File: config.mk
export PLATFORM = sky130hd
export DESIGN_NAME = mult_div_unit
export DESIGN_NICKNAME = d
export VERILOG_FILES = /design/src/rtl/mdu_pkg.sv /design/src/rtl/mult_div_unit_iter_step.sv /design/src/rtl/mult_div_unit.sv
export SDC_FILE = /design/constraint.sdc
export NUM_CORES = 1
export LEC_CHECK = 0
export BUFFER_PORTS_ARGS = -buffer_cell sky130_fd_sc_hd__buf_2
export CORE_MARGIN = 5
export CORE_UTILIZATION = 61
export CTS_BUF_LIST = sky130_fd_sc_hd__clkbuf_4 sky130_fd_sc_hd__clkbuf_8 sky130_fd_sc_hd__clkbuf_16
export DETAILED_ROUTE_END_ITERATION = 8
export PLACE_DENSITY = 0.8
export SLEW_MARGIN = 20
export SYNTH_ARGS = -nofsm -noshare
export SYNTH_HDL_FRONTEND = slang
export SYNTH_SLANG_ARGS = --single-unit
export TNS_END_PERCENT = 1
File: constraint.sdc
create_clock -name clk -period 4.1 [get_ports clk]
set_input_delay 0.41 -clock clk [delete_from_list [all_inputs] [get_ports clk]]
set_output_delay 0.41 -clock clk [all_outputs]
set_load 0.01 [all_outputs]
File: src/rtl/mdu_pkg.sv
// Shared encodings for the HI/LO multiply/divide unit and its controller.
package mdu_pkg;

    localparam int MDU_OP_W = 3;

    typedef enum logic [MDU_OP_W-1:0] {
        MDU_MULT  = 3'd0,
        MDU_MULTU = 3'd1,
        MDU_DIV   = 3'd2,
        MDU_DIVU  = 3'd3,
        MDU_MTHI  = 3'd4,
        MDU_MTLO  = 3'd5
    } mduOp_e;

    typedef enum logic [1:0] {
        IDLE = 2'd0,
        RUN  = 2'd1,
        FIX  = 2'd2
    } mduState_e;

endpackage

File: src/rtl/mult_div_unit_iter_step.sv
// One radix-2 iteration: shift-add multiply or restoring divide on {acc, mq}.
module mdu_iter_step #(
    parameter int WIDTH = 32
) (
    input  logic             isDiv,
    input  logic [WIDTH-1:0] acc,
    input  logic [WIDTH-1:0] mq,
    input  logic [WIDTH-1:0] operand,
    output logic [WIDTH-1:0] accNext,
    output logic [WIDTH-1:0] mqNext
);

    logic [WIDTH:0]   sum;
    logic [WIDTH:0]   shifted;
    logic             fits;
    logic [WIDTH-1:0] rem;

    assign sum     = {1'b0, acc} + (mq[0] ? {1'b0, operand} : '0);
    assign shifted = {acc, mq[WIDTH-1]};
    assign fits    = shifted >= {1'b0, operand};
    // Remainder stays below the divisor, so the low WIDTH bits suffice.
    assign rem     = shifted[WIDTH-1:0] - operand;

    always_comb begin
        accNext = acc;
        mqNext  = mq;
        if (isDiv) begin
            accNext = fits ? rem : shifted[WIDTH-1:0];
            mqNext  = {mq[WIDTH-2:0], fits};
        end else begin
            accNext = sum[WIDTH:1];
            mqNext  = {sum[0], mq[WIDTH-1:1]};
        end
    end

endmodule

File: src/rtl/mult_div_unit.sv
// Iterative HI/LO multiply/divide unit with start/busy/done handshake.
module mult_div_unit
    import mdu_pkg::*;
#(
    parameter int WIDTH = 32
) (
    input  logic             clk,
    input  logic             reset,
    input  logic             start,
    input  logic [2:0]       op,
    input  logic [WIDTH-1:0] srcA,
    input  logic [WIDTH-1:0] srcB,
    output logic             busy,
    output logic             done,
    output logic [WIDTH-1:0] hi,
    output logic [WIDTH-1:0] lo
);

    localparam int CW = $clog2(WIDTH) + 1;

    mduState_e state, stateNext;
    mduOp_e    opSel;

    logic [CW-1:0]    counter;
    logic [WIDTH-1:0] acc, mq, operand;
    logic [WIDTH-1:0] accStep, mqStep;
    logic             isDiv, negQ, negR, divZero;

    logic isMulDiv, isSigned, isDivOp, isMthi, isMtlo;
    logic negA, negB, lastStep;
    logic [WIDTH-1:0]   absA, absB;
    logic [2*WIDTH-1:0] prod, prodFix;

    assign opSel = mduOp_e'(op);

    always_comb begin
        isMulDiv = 1'b0;
        isSigned = 1'b0;
        isDivOp  = 1'b0;
        isMthi   = 1'b0;
        isMtlo   = 1'b0;
        unique case (opSel)
            MDU_MULT:  begin isMulDiv = 1'b1; isSigned = 1'b1; end
            MDU_MULTU: isMulDiv = 1'b1;
            MDU_DIV: begin
                isMulDiv = 1'b1;
                isSigned = 1'b1;
                isDivOp  = 1'b1;
            end
            MDU_DIVU:  begin isMulDiv = 1'b1; isDivOp = 1'b1; end
            MDU_MTHI:  isMthi = 1'b1;
            MDU_MTLO:  isMtlo = 1'b1;
            default: ;
        endcase
    end

    assign negA = isSigned & srcA[WIDTH-1];
    assign negB = isSigned & srcB[WIDTH-1];
    assign absA = negA ? -srcA : srcA;
    assign absB = negB ? -srcB : srcB;

    assign lastStep = counter == CW'(WIDTH - 1);
    assign busy     = state != IDLE;

    assign prod    = {acc, mq};
    assign prodFix = negQ ? -prod : prod;

    mdu_iter_step #(.WIDTH(WIDTH)) uStep (
        .isDiv   (isDiv),
        .acc     (acc),
        .mq      (mq),
        .operand (operand),
        .accNext (accStep),
        .mqNext  (mqStep)
    );

    always_ff @(posedge clk) begin
        if (reset) state <= IDLE;
        else       state <= stateNext;
    end

    always_comb begin
        stateNext = state;
        unique case (state)
            IDLE: if (start && isMulDiv) stateNext = RUN;
            RUN:  if (lastStep) stateNext = FIX;
            FIX:  stateNext = IDLE;
            default: stateNext = IDLE;
        endcase
    end

    always_ff @(posedge clk) begin
        if (reset) begin
            counter <= '0;
            acc     <= '0;
            mq      <= '0;
            operand <= '0;
            isDiv   <= 1'b0;
            negQ    <= 1'b0;
            negR    <= 1'b0;
            divZero <= 1'b0;
            hi      <= '0;
            lo      <= '0;
            done    <= 1'b0;
        end else begin
            done <= 1'b0;
            unique case (state)
                IDLE: begin
                    if (start && isMulDiv) begin
                        counter <= '0;
                        acc     <= '0;
                        mq      <= isDivOp ? absA : absB;
                        operand <= isDivOp ? absB : absA;
                        isDiv   <= isDivOp;
                        negQ    <= negA ^ negB;
                        negR    <= isDivOp & negA;
                        divZero <= isDivOp && (srcB == '0);
                    end else if (start && isMthi) begin
                        hi <= srcA;
                    end else if (start && isMtlo) begin
                        lo <= srcA;
                    end
                end
                RUN: begin
                    acc     <= accStep;
                    mq      <= mqStep;
                    counter <= counter + CW'(1);
                end
                FIX: begin
                    done <= 1'b1;
                    if (isDiv) begin
                        // Zero divisor leaves the dividend in acc.
                        hi <= negR ? -acc : acc;
                        lo <= divZero ? '1 : (negQ ? -mq : mq);
                    end else begin
                        hi <= prodFix[2*WIDTH-1:WIDTH];
                        lo <= prodFix[WIDTH-1:0];
                    end
                end
                default: ;
            endcase
        end
    end

endmodule
==> results of run 1 <==
==> path summary, 6_finish.rpt <==
path                                          start                    to  slack, ns  cells after the start
worst max-delay path             mq[0]$_SDFFE_PP0P_  acc[25]$_SDFFE_PP0P_       0.33                     13
worst min-delay path                        srcA[1]    hi[1]$_SDFFE_PP0P_       0.33                      3
worst max register to register   mq[0]$_SDFFE_PP0P_  acc[25]$_SDFFE_PP0P_       0.33                     13
worst min register to register  lo[22]$_SDFFE_PP0P_   lo[22]$_SDFFE_PP0P_       0.45                      2
==> sequential cells by signal, indices dropped and copies added (netlist names) <==
signal,flops
negR,1
lo,32
divZero,1
hi,32
isDiv,1
negQ,1
acc,32
state,2
mq,32
operand,32
counter,6
done,1
==> logic make-up after synthesis <==
| group | Yosys count |
|---|---|
| simple gates | 583 |
| xor+xnor | 171 |
| mux | 42 |
| fa+ha+maj | 71 |
| flops | 173 |
| compound gates | 665 |
| buf+inv | 192 |
==> synth_stat cells (all sizes together), types with 16 or more instances <==
master / count
nor2: 234
a21oi: 196
dfxtp: 173
nand2: 156
o21ai: 126
clkbuf: 114
xnor2: 99
a211oi: 94
xor2: 72
ha: 69
inv: 64
mux2i: 41
o31ai: 34
a21o: 33
nor3: 30
o211ai: 30
nand3: 28
o221ai: 24
nand2b: 22
a221oi: 16
or3: 16
==> layout make-up <==
type / count / area share, %
sequential: 173 / 22.2
clock buffer: 17 / 2.72
tap: 285 / 2.28
multi-input combinational: 1532 / 63.7
clock inverter: 15 / 1.26
timing repair buffer: 176 / 6.31
inverter: 64 / 1.54
==> through the flow <==
step | total power [µW] | setup WS (ns) | utilization (%) | hold WS (ns) | std cells
3_5_place_dp | 3110 | 0.478 | 66.1 | 0.443 | 2230
6_report | 4890 | 0.334 | 68.8 | 0.328 | 2262
3_3_place_gp | 3090 | 0.505 | 66.1 | 0.437 | 2230
2_1_floorplan | 2720 | 1.15 | - | 0.432 | 1897
4_1_cts | 4830 | 0.447 | 68.8 | 0.309 | 2262
5_1_grt | 5060 | 0.0427 | 68.8 | 0.327 | 2262
==> worst register-to-register path, stage by stage (launching register included) <==
cell and delay [ns]:
sky130_fd_sc_hd__dfxtp_1 0.51, sky130_fd_sc_hd__inv_1 0.15, sky130_fd_sc_hd__nor2_1 0.14, sky130_fd_sc_hd__ha_1 0.29, sky130_fd_sc_hd__nor2b_1 0.17, sky130_fd_sc_hd__o31ai_1 0.41
sky130_fd_sc_hd__a21oi_1 0.25, sky130_fd_sc_hd__a21bo_2 0.27, sky130_fd_sc_hd__a41oi_1 0.44, sky130_fd_sc_hd__o21ai_0 0.22, sky130_fd_sc_hd__a21boi_0 0.30, sky130_fd_sc_hd__xnor2_1 0.14
sky130_fd_sc_hd__a221oi_1 0.30, sky130_fd_sc_hd__nor2_1 0.06
==> routing by layer <==
| layer | routed length, µm | global-route usage [%] | vias to the layer above | part of all wire (%) |
|---|---|---|---|---|
| met5 | 0 | 0 | - | 0 |
| met4 | 2510 | 16.1 | 0 | 5.0 |
| met3 | 6490 | 8.20 | 160 | 13 |
| met2 | 20600 | 53.0 | 1036 | 41 |
| met1 | 20800 | 53.2 | 7027 | 41 |
| li1 | - | - | 7050 | - |
==> power by group through the flow <==
stage / combinational (µW) / clock (µW) / sequential [µW]
final: 1280 / 1750 / 1850
after global routing: 1370 / 1830 / 1860
after CTS: 1240 / 1750 / 1840
after detailed placement: 1230 / 0 / 1880
after global placement: 1220 / 0 / 1880
after floorplan: 873 / 0 / 1850
==> placed cells by master (no fill, tap or decap), types with 42 or more instances in the layout <==
| master | n |
|---|---|
| sky130_fd_sc_hd__a211oi_1 | 93 |
| sky130_fd_sc_hd__a21oi_1 | 195 |
| sky130_fd_sc_hd__buf_2 | 134 |
| sky130_fd_sc_hd__buf_4 | 42 |
| sky130_fd_sc_hd__dfxtp_1 | 172 |
| sky130_fd_sc_hd__ha_1 | 69 |
| sky130_fd_sc_hd__inv_1 | 64 |
| sky130_fd_sc_hd__nand2_1 | 156 |
| sky130_fd_sc_hd__nor2_1 | 233 |
| sky130_fd_sc_hd__o21ai_0 | 113 |
| sky130_fd_sc_hd__xnor2_1 | 99 |
| sky130_fd_sc_hd__xor2_1 | 72 |
==> impl_metrics.py, run 1 <==
metrics = {
    "outcome": {
        "outcome": "complete, no violations",
    },
    "timing": {
        "layout_worst_path_cycle_share_pct": 91.8,
        "clock.fmax_mhz": 266,
        "finalMaxSlewViolations": 0,
        "rsz0062_at_grt": "no",
        "worst-slew-pin-transition_ns": 1.15,
        "final_report_setup_violation_count": 0,
        "fin_setup_tns_ns": 0,
        "timing.max_slew.rel_slack_pct": 23.2,
        "hold_viol_final": 0,
        "min_period_ns": 3.77,
        "finalClockSkew_ns": 0.0103,
    },
    "pwr": {
        "p_seq_share_pct": 37.8,
        "part_of_the_power_in_the_clock_network_pct": 35.9,
        "power.density_cell_area_nw_per_um2": 313,
        "power_leakage_uw": 0.00627,
        "ir_drop_worst_case_vdd_mv": 0.261,
        "internal-power_uw": 3160,
        "power_switching_uw": 1730,
        "swShare_pct": 35.4,
        "power.share.combinational_pct": 26.2,
    },
    "route": {
        "vias": 15300,
        "routed_wirelength_um": 50400,
        "wl_per_cell_um": 22.3,
        "drtPass1Iterations": 6,
        "avgViaCountPerCell": 6.75,
        "detail_route.iter0.violations": 1951,
        "antenna_left": 0,
        "detail_route.drc_violations": 0,
    },
    "worst_setup_path": {
        "critical_path_class": "reg -> reg",
        "worst_ep_arrival_time_ns": 4.08,
        "crit_fanout": 7,
        "required_worst_endpoint_ns": 4.42,
        "critPathBufInv": 1,
        "cp_cell_sequence": "inv_1 > nor2_1 > ha_1 > nor2b_1 > o31ai_1 > a21oi_1 > a21bo_2 > a41oi_1 > o21ai_0 > a21boi_0 > xnor2_1 > a221oi_1 > nor2_1",
        "critical_path_launch_point_type": "flip-flop",
        "timing.critical_path.slowest_cell_delay_ns": 0.51,
        "crit_top_cell": "sky130_fd_sc_hd__nor2_1",
        "critPathCaptureType": "flip-flop",
        "critical-path-top-delay-family": "compound AO/OA/AOI/OAI gates",
        "timing.critical_path.slowest_stage_cell": "sky130_fd_sc_hd__dfxtp_1",
    },
    "clock_tree": {
        "insertion_delay_ns": 0.44,
        "cts_sinks": 173,
        "root_buffer": "sky130_fd_sc_hd__clkbuf_16",
        "cts_tree": "yes",
        "cts_resized": 0,
        "tritoncts.num_buffers": 17,
        "clkSlewWorstSetupHoldPaths_ns": 0.07,
        "post_cts.repair.setup_buffers": 0,
        "cts.hold.buffers_added": 0,
        "clock_tree.buffer_depth": 2,
        "h-tree-depth": 4,
    },
    "floorplan": {
        "placementRows": 55,
        "area_of_the_placeable_core_um2": 22700,
        "die_height_um": 162,
        "die_x_um": 162,
        "floorplan.io_pins": 136,
        "fp.dieArea_um2": 26300,
        "floorplan.initialDensity_pct": 62.2,
    },
    "layout": {
        "multiInputGateArea_um2": 9970,
        "area.growth.synth_to_final_pct": 10.7,
        "fin_area_um2": 15600,
        "layout.nets": 2105,
        "seqCellArea_um2": 3460,
        "antennaDiodeCount": 0,
        "num-fill-cells": 1987,
        "final_layout_size_suffix_gt1_share_pct": 12.6,
    },
    "logic_synthesis": {
        "synth_top_area_cell": "sky130_fd_sc_hd__dfxtp_1",
        "post_synth_num_cell_types": 80,
        "yosysTopAreaCellShare_pct": 24.5,
        "synth_adder_area_share_pct": 6.40,
        "synth-main-ff-cell": "sky130_fd_sc_hd__dfxtp_1",
        "syn-num-nets": 2038,
        "synth_compound_gate_area_share_pct": 31.0,
        "synth.area.top_cells": "sky130_fd_sc_hd__dfxtp_1, sky130_fd_sc_hd__a21oi_1, sky130_fd_sc_hd__nor2_1, sky130_fd_sc_hd__xnor2_1, sky130_fd_sc_hd__ha_1",
        "syn-mean-instance-area_um2": 7.45,
        "synth_simple_gate_area_share_pct": 19.3,
        "muxShareOfSynthArea_pct": 2.98,
        "synth_async_sr_flop_share_pct": 0,
        "synthCells": 1897,
        "synthesis.area_um2": 14100,
        "post_synth_edffs": 0,
        "synthXorXnorAreaFrac_pct": 10.6,
        "seq_area_frac_synth_pct": 24.5,
        "synth_top_family_by_area": "compound AO/OA/AOI/OAI gates",
        "yosysWarnings": 0,
        "yosys_register_bits": 173,
    },
    "placement": {
        "postPlaceCellArea_um2": 15000,
        "port_buffers": 135,
        "gp_congestion": 1.01,
        "hpwl_after_detailed_placement_um": 38300,
    },
    "global_routing": {
        "grt_antenna_before_repair": 1,
        "first_pass_grt_wire_length_um": 77600,
        "grt_util_all_layers_pct": 37.0,
        "grt_max_degree": 65,
        "globalRouteOverflowTotal": 0,
        "first_global_vias": 13800,
    },
    "run": {
        "cap_viol_max_count": 0,
    },
    "hold_path": {
        "worstHoldPathType": "in -> reg",
    },
}
Power figures use the tool's default switching activity.
==> run 2, diff against run 1 <==
--- a/config.mk
+++ b/config.mk
@@ -6,11 +6,12 @@
 export NUM_CORES = 1
 export LEC_CHECK = 0
 export BUFFER_PORTS_ARGS = -buffer_cell sky130_fd_sc_hd__buf_2
+export CAP_MARGIN = 20
 export CORE_MARGIN = 5
-export CORE_UTILIZATION = 61
+export CORE_UTILIZATION = 45
 export CTS_BUF_LIST = sky130_fd_sc_hd__clkbuf_4 sky130_fd_sc_hd__clkbuf_8 sky130_fd_sc_hd__clkbuf_16
 export DETAILED_ROUTE_END_ITERATION = 8
-export PLACE_DENSITY = 0.8
+export PLACE_DENSITY = 0.61
 export SLEW_MARGIN = 20
 export SYNTH_ARGS = -nofsm -noshare
 export SYNTH_HDL_FRONTEND = slang
==> run 2 against run 1 <==
Against the previous run:
- cell count rose by 5.3%
- core utilization decreased by 17 points
- power increased by 0.78%
- worst setup slack worse by 0.036 ns
- non-clock buffer count grew 9
- sequential cell count unchanged
- largest cell class unchanged
- die area is 33% higher
==> impl_metrics.py, run 2 (same netlist as run 1, synthesis figures left out) <==
metrics = {
    "outcome": {
        "outcome": "complete, no violations",
    },
    "route": {
        "wl_per_cell_um": 22.9,
        "detail_route.iter0.violations": 1744,
        "routed_wirelength_um": 54500,
        "vias": 15100,
        "drtPass1Iterations": 7,
        "detail_route.drc_violations": 0,
        "avgViaCountPerCell": 6.34,
        "antenna_left": 0,
    },
    "floorplan": {
        "area_of_the_placeable_core_um2": 30800,
        "floorplan.io_pins": 136,
        "die_height_um": 187,
        "placementRows": 64,
        "die_x_um": 187,
        "fp.dieArea_um2": 35000,
        "floorplan.initialDensity_pct": 45.8,
    },
    "clock_tree": {
        "post_cts.repair.setup_buffers": 0,
        "clkSlewWorstSetupHoldPaths_ns": 0.08,
        "insertion_delay_ns": 0.45,
        "cts_sinks": 173,
        "h-tree-depth": 4,
        "tritoncts.num_buffers": 17,
        "root_buffer": "sky130_fd_sc_hd__clkbuf_16",
        "cts.hold.buffers_added": 0,
        "cts_tree": "yes",
        "clock_tree.buffer_depth": 2,
        "cts_resized": 0,
    },
    "pwr": {
        "ir_drop_worst_case_vdd_mv": 0.307,
        "power.density_cell_area_nw_per_um2": 311,
        "power_leakage_uw": 0.00632,
    },
    "hold_path": {
        "worst_hold_path.num_cells": 3,
        "worstHoldPathType": "in -> reg",
        "worstHoldStart": "srcA[28]",
        "hold_end": "hi[28]$_SDFFE_PP0P_",
    },
    "timing": {
        "layout_worst_path_cycle_share_pct": 92.7,
        "worst-slew-pin-transition_ns": 1.03,
        "min_period_ns": 3.80,
        "rsz0062_at_grt": "no",
        "final_report_setup_violation_count": 0,
        "finalMaxSlewViolations": 0,
        "clock.fmax_mhz": 263,
        "fin_setup_tns_ns": 0,
        "finalClockSkew_ns": 0.0170,
        "timing.max_slew.rel_slack_pct": 31.2,
        "hold_viol_final": 0,
    },
    "placement": {
        "hpwl_after_detailed_placement_um": 41800,
        "gp_congestion": 0.942,
        "port_buffers": 135,
        "placed_cells_incl_taps": 2350,
        "postPlaceCellArea_um2": 15200,
    },
    "layout": {
        "final_instance_count_excl_fillers": 2382,
        "final_layout_size_suffix_gt1_share_pct": 13.0,
        "fin_area_um2": 15800,
        "layout_commonest_cell": "sky130_fd_sc_hd__nor2_1",
        "layout.nets": 2114,
        "area.growth.synth_to_final_pct": 12.1,
        "antennaDiodeCount": 0,
        "layout.cells.most_common_list": "sky130_fd_sc_hd__nor2_1, sky130_fd_sc_hd__a21oi_1, sky130_fd_sc_hd__dfxtp_1, sky130_fd_sc_hd__nand2_1, sky130_fd_sc_hd__buf_2",
    },
    "worst_setup_path": {
        "critPathCaptureType": "flip-flop",
        "critical_path_launch_point_type": "flip-flop",
        "critical_path_class": "reg -> reg",
        "r2r_start": "mq[0]$_SDFFE_PP0P_",
        "crit_fanout": 7,
        "worst_ep_arrival_time_ns": 4.15,
        "required_worst_endpoint_ns": 4.45,
        "worstReg2RegEnd": "acc[31]$_SDFFE_PP0P_",
        "reg2reg_setup_slack_ns": 0.30,
        "reg2reg_depth": 13,
    },
    "global_routing": {
        "first_pass_grt_wire_length_um": 83400,
        "globalRouteOverflowTotal": 0,
        "first_global_vias": 14000,
        "grt_util_all_layers_pct": 29.9,
        "grt_max_degree": 66,
        "grt_antenna_before_repair": 0,
    },
    "run": {
        "cap_viol_max_count": 0,
    },
}
==> run 2: changes by cell type in the layout (fill, tap and decap cells not counted), sizes merged <==
cell,change
buf,+9
clkinvlp,-2
bufinv,-1
inv,+2
clkinv,+1
==> run 2: where the power goes <==
part / switching [µW] / internal, µW / total [µW]
Sequential: 95.4 / 1750 / 1850
Clock: 879 / 889 / 1770
Combinational: 834 / 478 / 1310
==> run 2: how the worst max path moves through the flow <==
stage | startpoint | to | slack [ns] | cells after the start
after global routing | mq[0]$_SDFFE_PP0P_ | acc[25]$_SDFFE_PP0P_ | 0.09 | 13
after global placement | mq[0]$_SDFFE_PP0P_ | acc[31]$_SDFFE_PP0P_ | 0.64 | 13
final | mq[0]$_SDFFE_PP0P_ | acc[31]$_SDFFE_PP0P_ | 0.30 | 13
after detailed placement | mq[0]$_SDFFE_PP0P_ | acc[31]$_SDFFE_PP0P_ | 0.47 | 13
after CTS | mq[0]$_SDFFE_PP0P_ | acc[31]$_SDFFE_PP0P_ | 0.45 | 13
after floorplan | mq[0]$_SDFFE_PP0P_ | acc[26]$_SDFFE_PP0P_ | 1.15 | 14
==> run 2: critical path, cell delays in order, from the launching register on <==
cell,delay (ns)
sky130_fd_sc_hd__dfxtp_1,0.47
sky130_fd_sc_hd__inv_1,0.21
sky130_fd_sc_hd__nor2_1,0.16
sky130_fd_sc_hd__ha_1,0.28
sky130_fd_sc_hd__nor2b_1,0.16
sky130_fd_sc_hd__o31ai_1,0.41
sky130_fd_sc_hd__a21oi_1,0.25
sky130_fd_sc_hd__a21bo_2,0.27
sky130_fd_sc_hd__a41oi_1,0.50
sky130_fd_sc_hd__inv_1,0.15
sky130_fd_sc_hd__a31o_2,0.30
sky130_fd_sc_hd__a31oi_1,0.24
sky130_fd_sc_hd__o21ai_0,0.12
sky130_fd_sc_hd__a22o_1,0.19
==> run 2: layer usage <==
layer	global-route usage, %	vias to the layer above	routed length (µm)
met4	11.5	0	2120
li1	-	7093	-
met2	44.0	799	22700
met1	43.3	7091	24400
met3	5.60	120	5320
met5	0	-	0
==> run 2: area by class of cell <==
cell class / count / area, µm²
inverter: 64 / 240
fill: 3058 / 15000
sequential: 173 / 3460
clock buffer: 17 / 425
tap: 396 / 495
multi-input combinational: 1532 / 9960
clock inverter: 15 / 195
timing repair buffer: 185 / 1050
==> run 2: through the flow <==
step / setup slack [ns] / power [µW] / util (%) / hold WS, ns
3_3_place_gp: 0.639 / 3150 / 49.4 / 0.438
6_report: 0.298 / 4920 / 51.4 / 0.315
4_1_cts: 0.452 / 4900 / 51.4 / 0.294
3_5_place_dp: 0.468 / 3160 / 49.4 / 0.443
5_1_grt: 0.0922 / 5120 / 51.4 / 0.352
2_1_floorplan: 1.15 / 2720 / - / 0.432
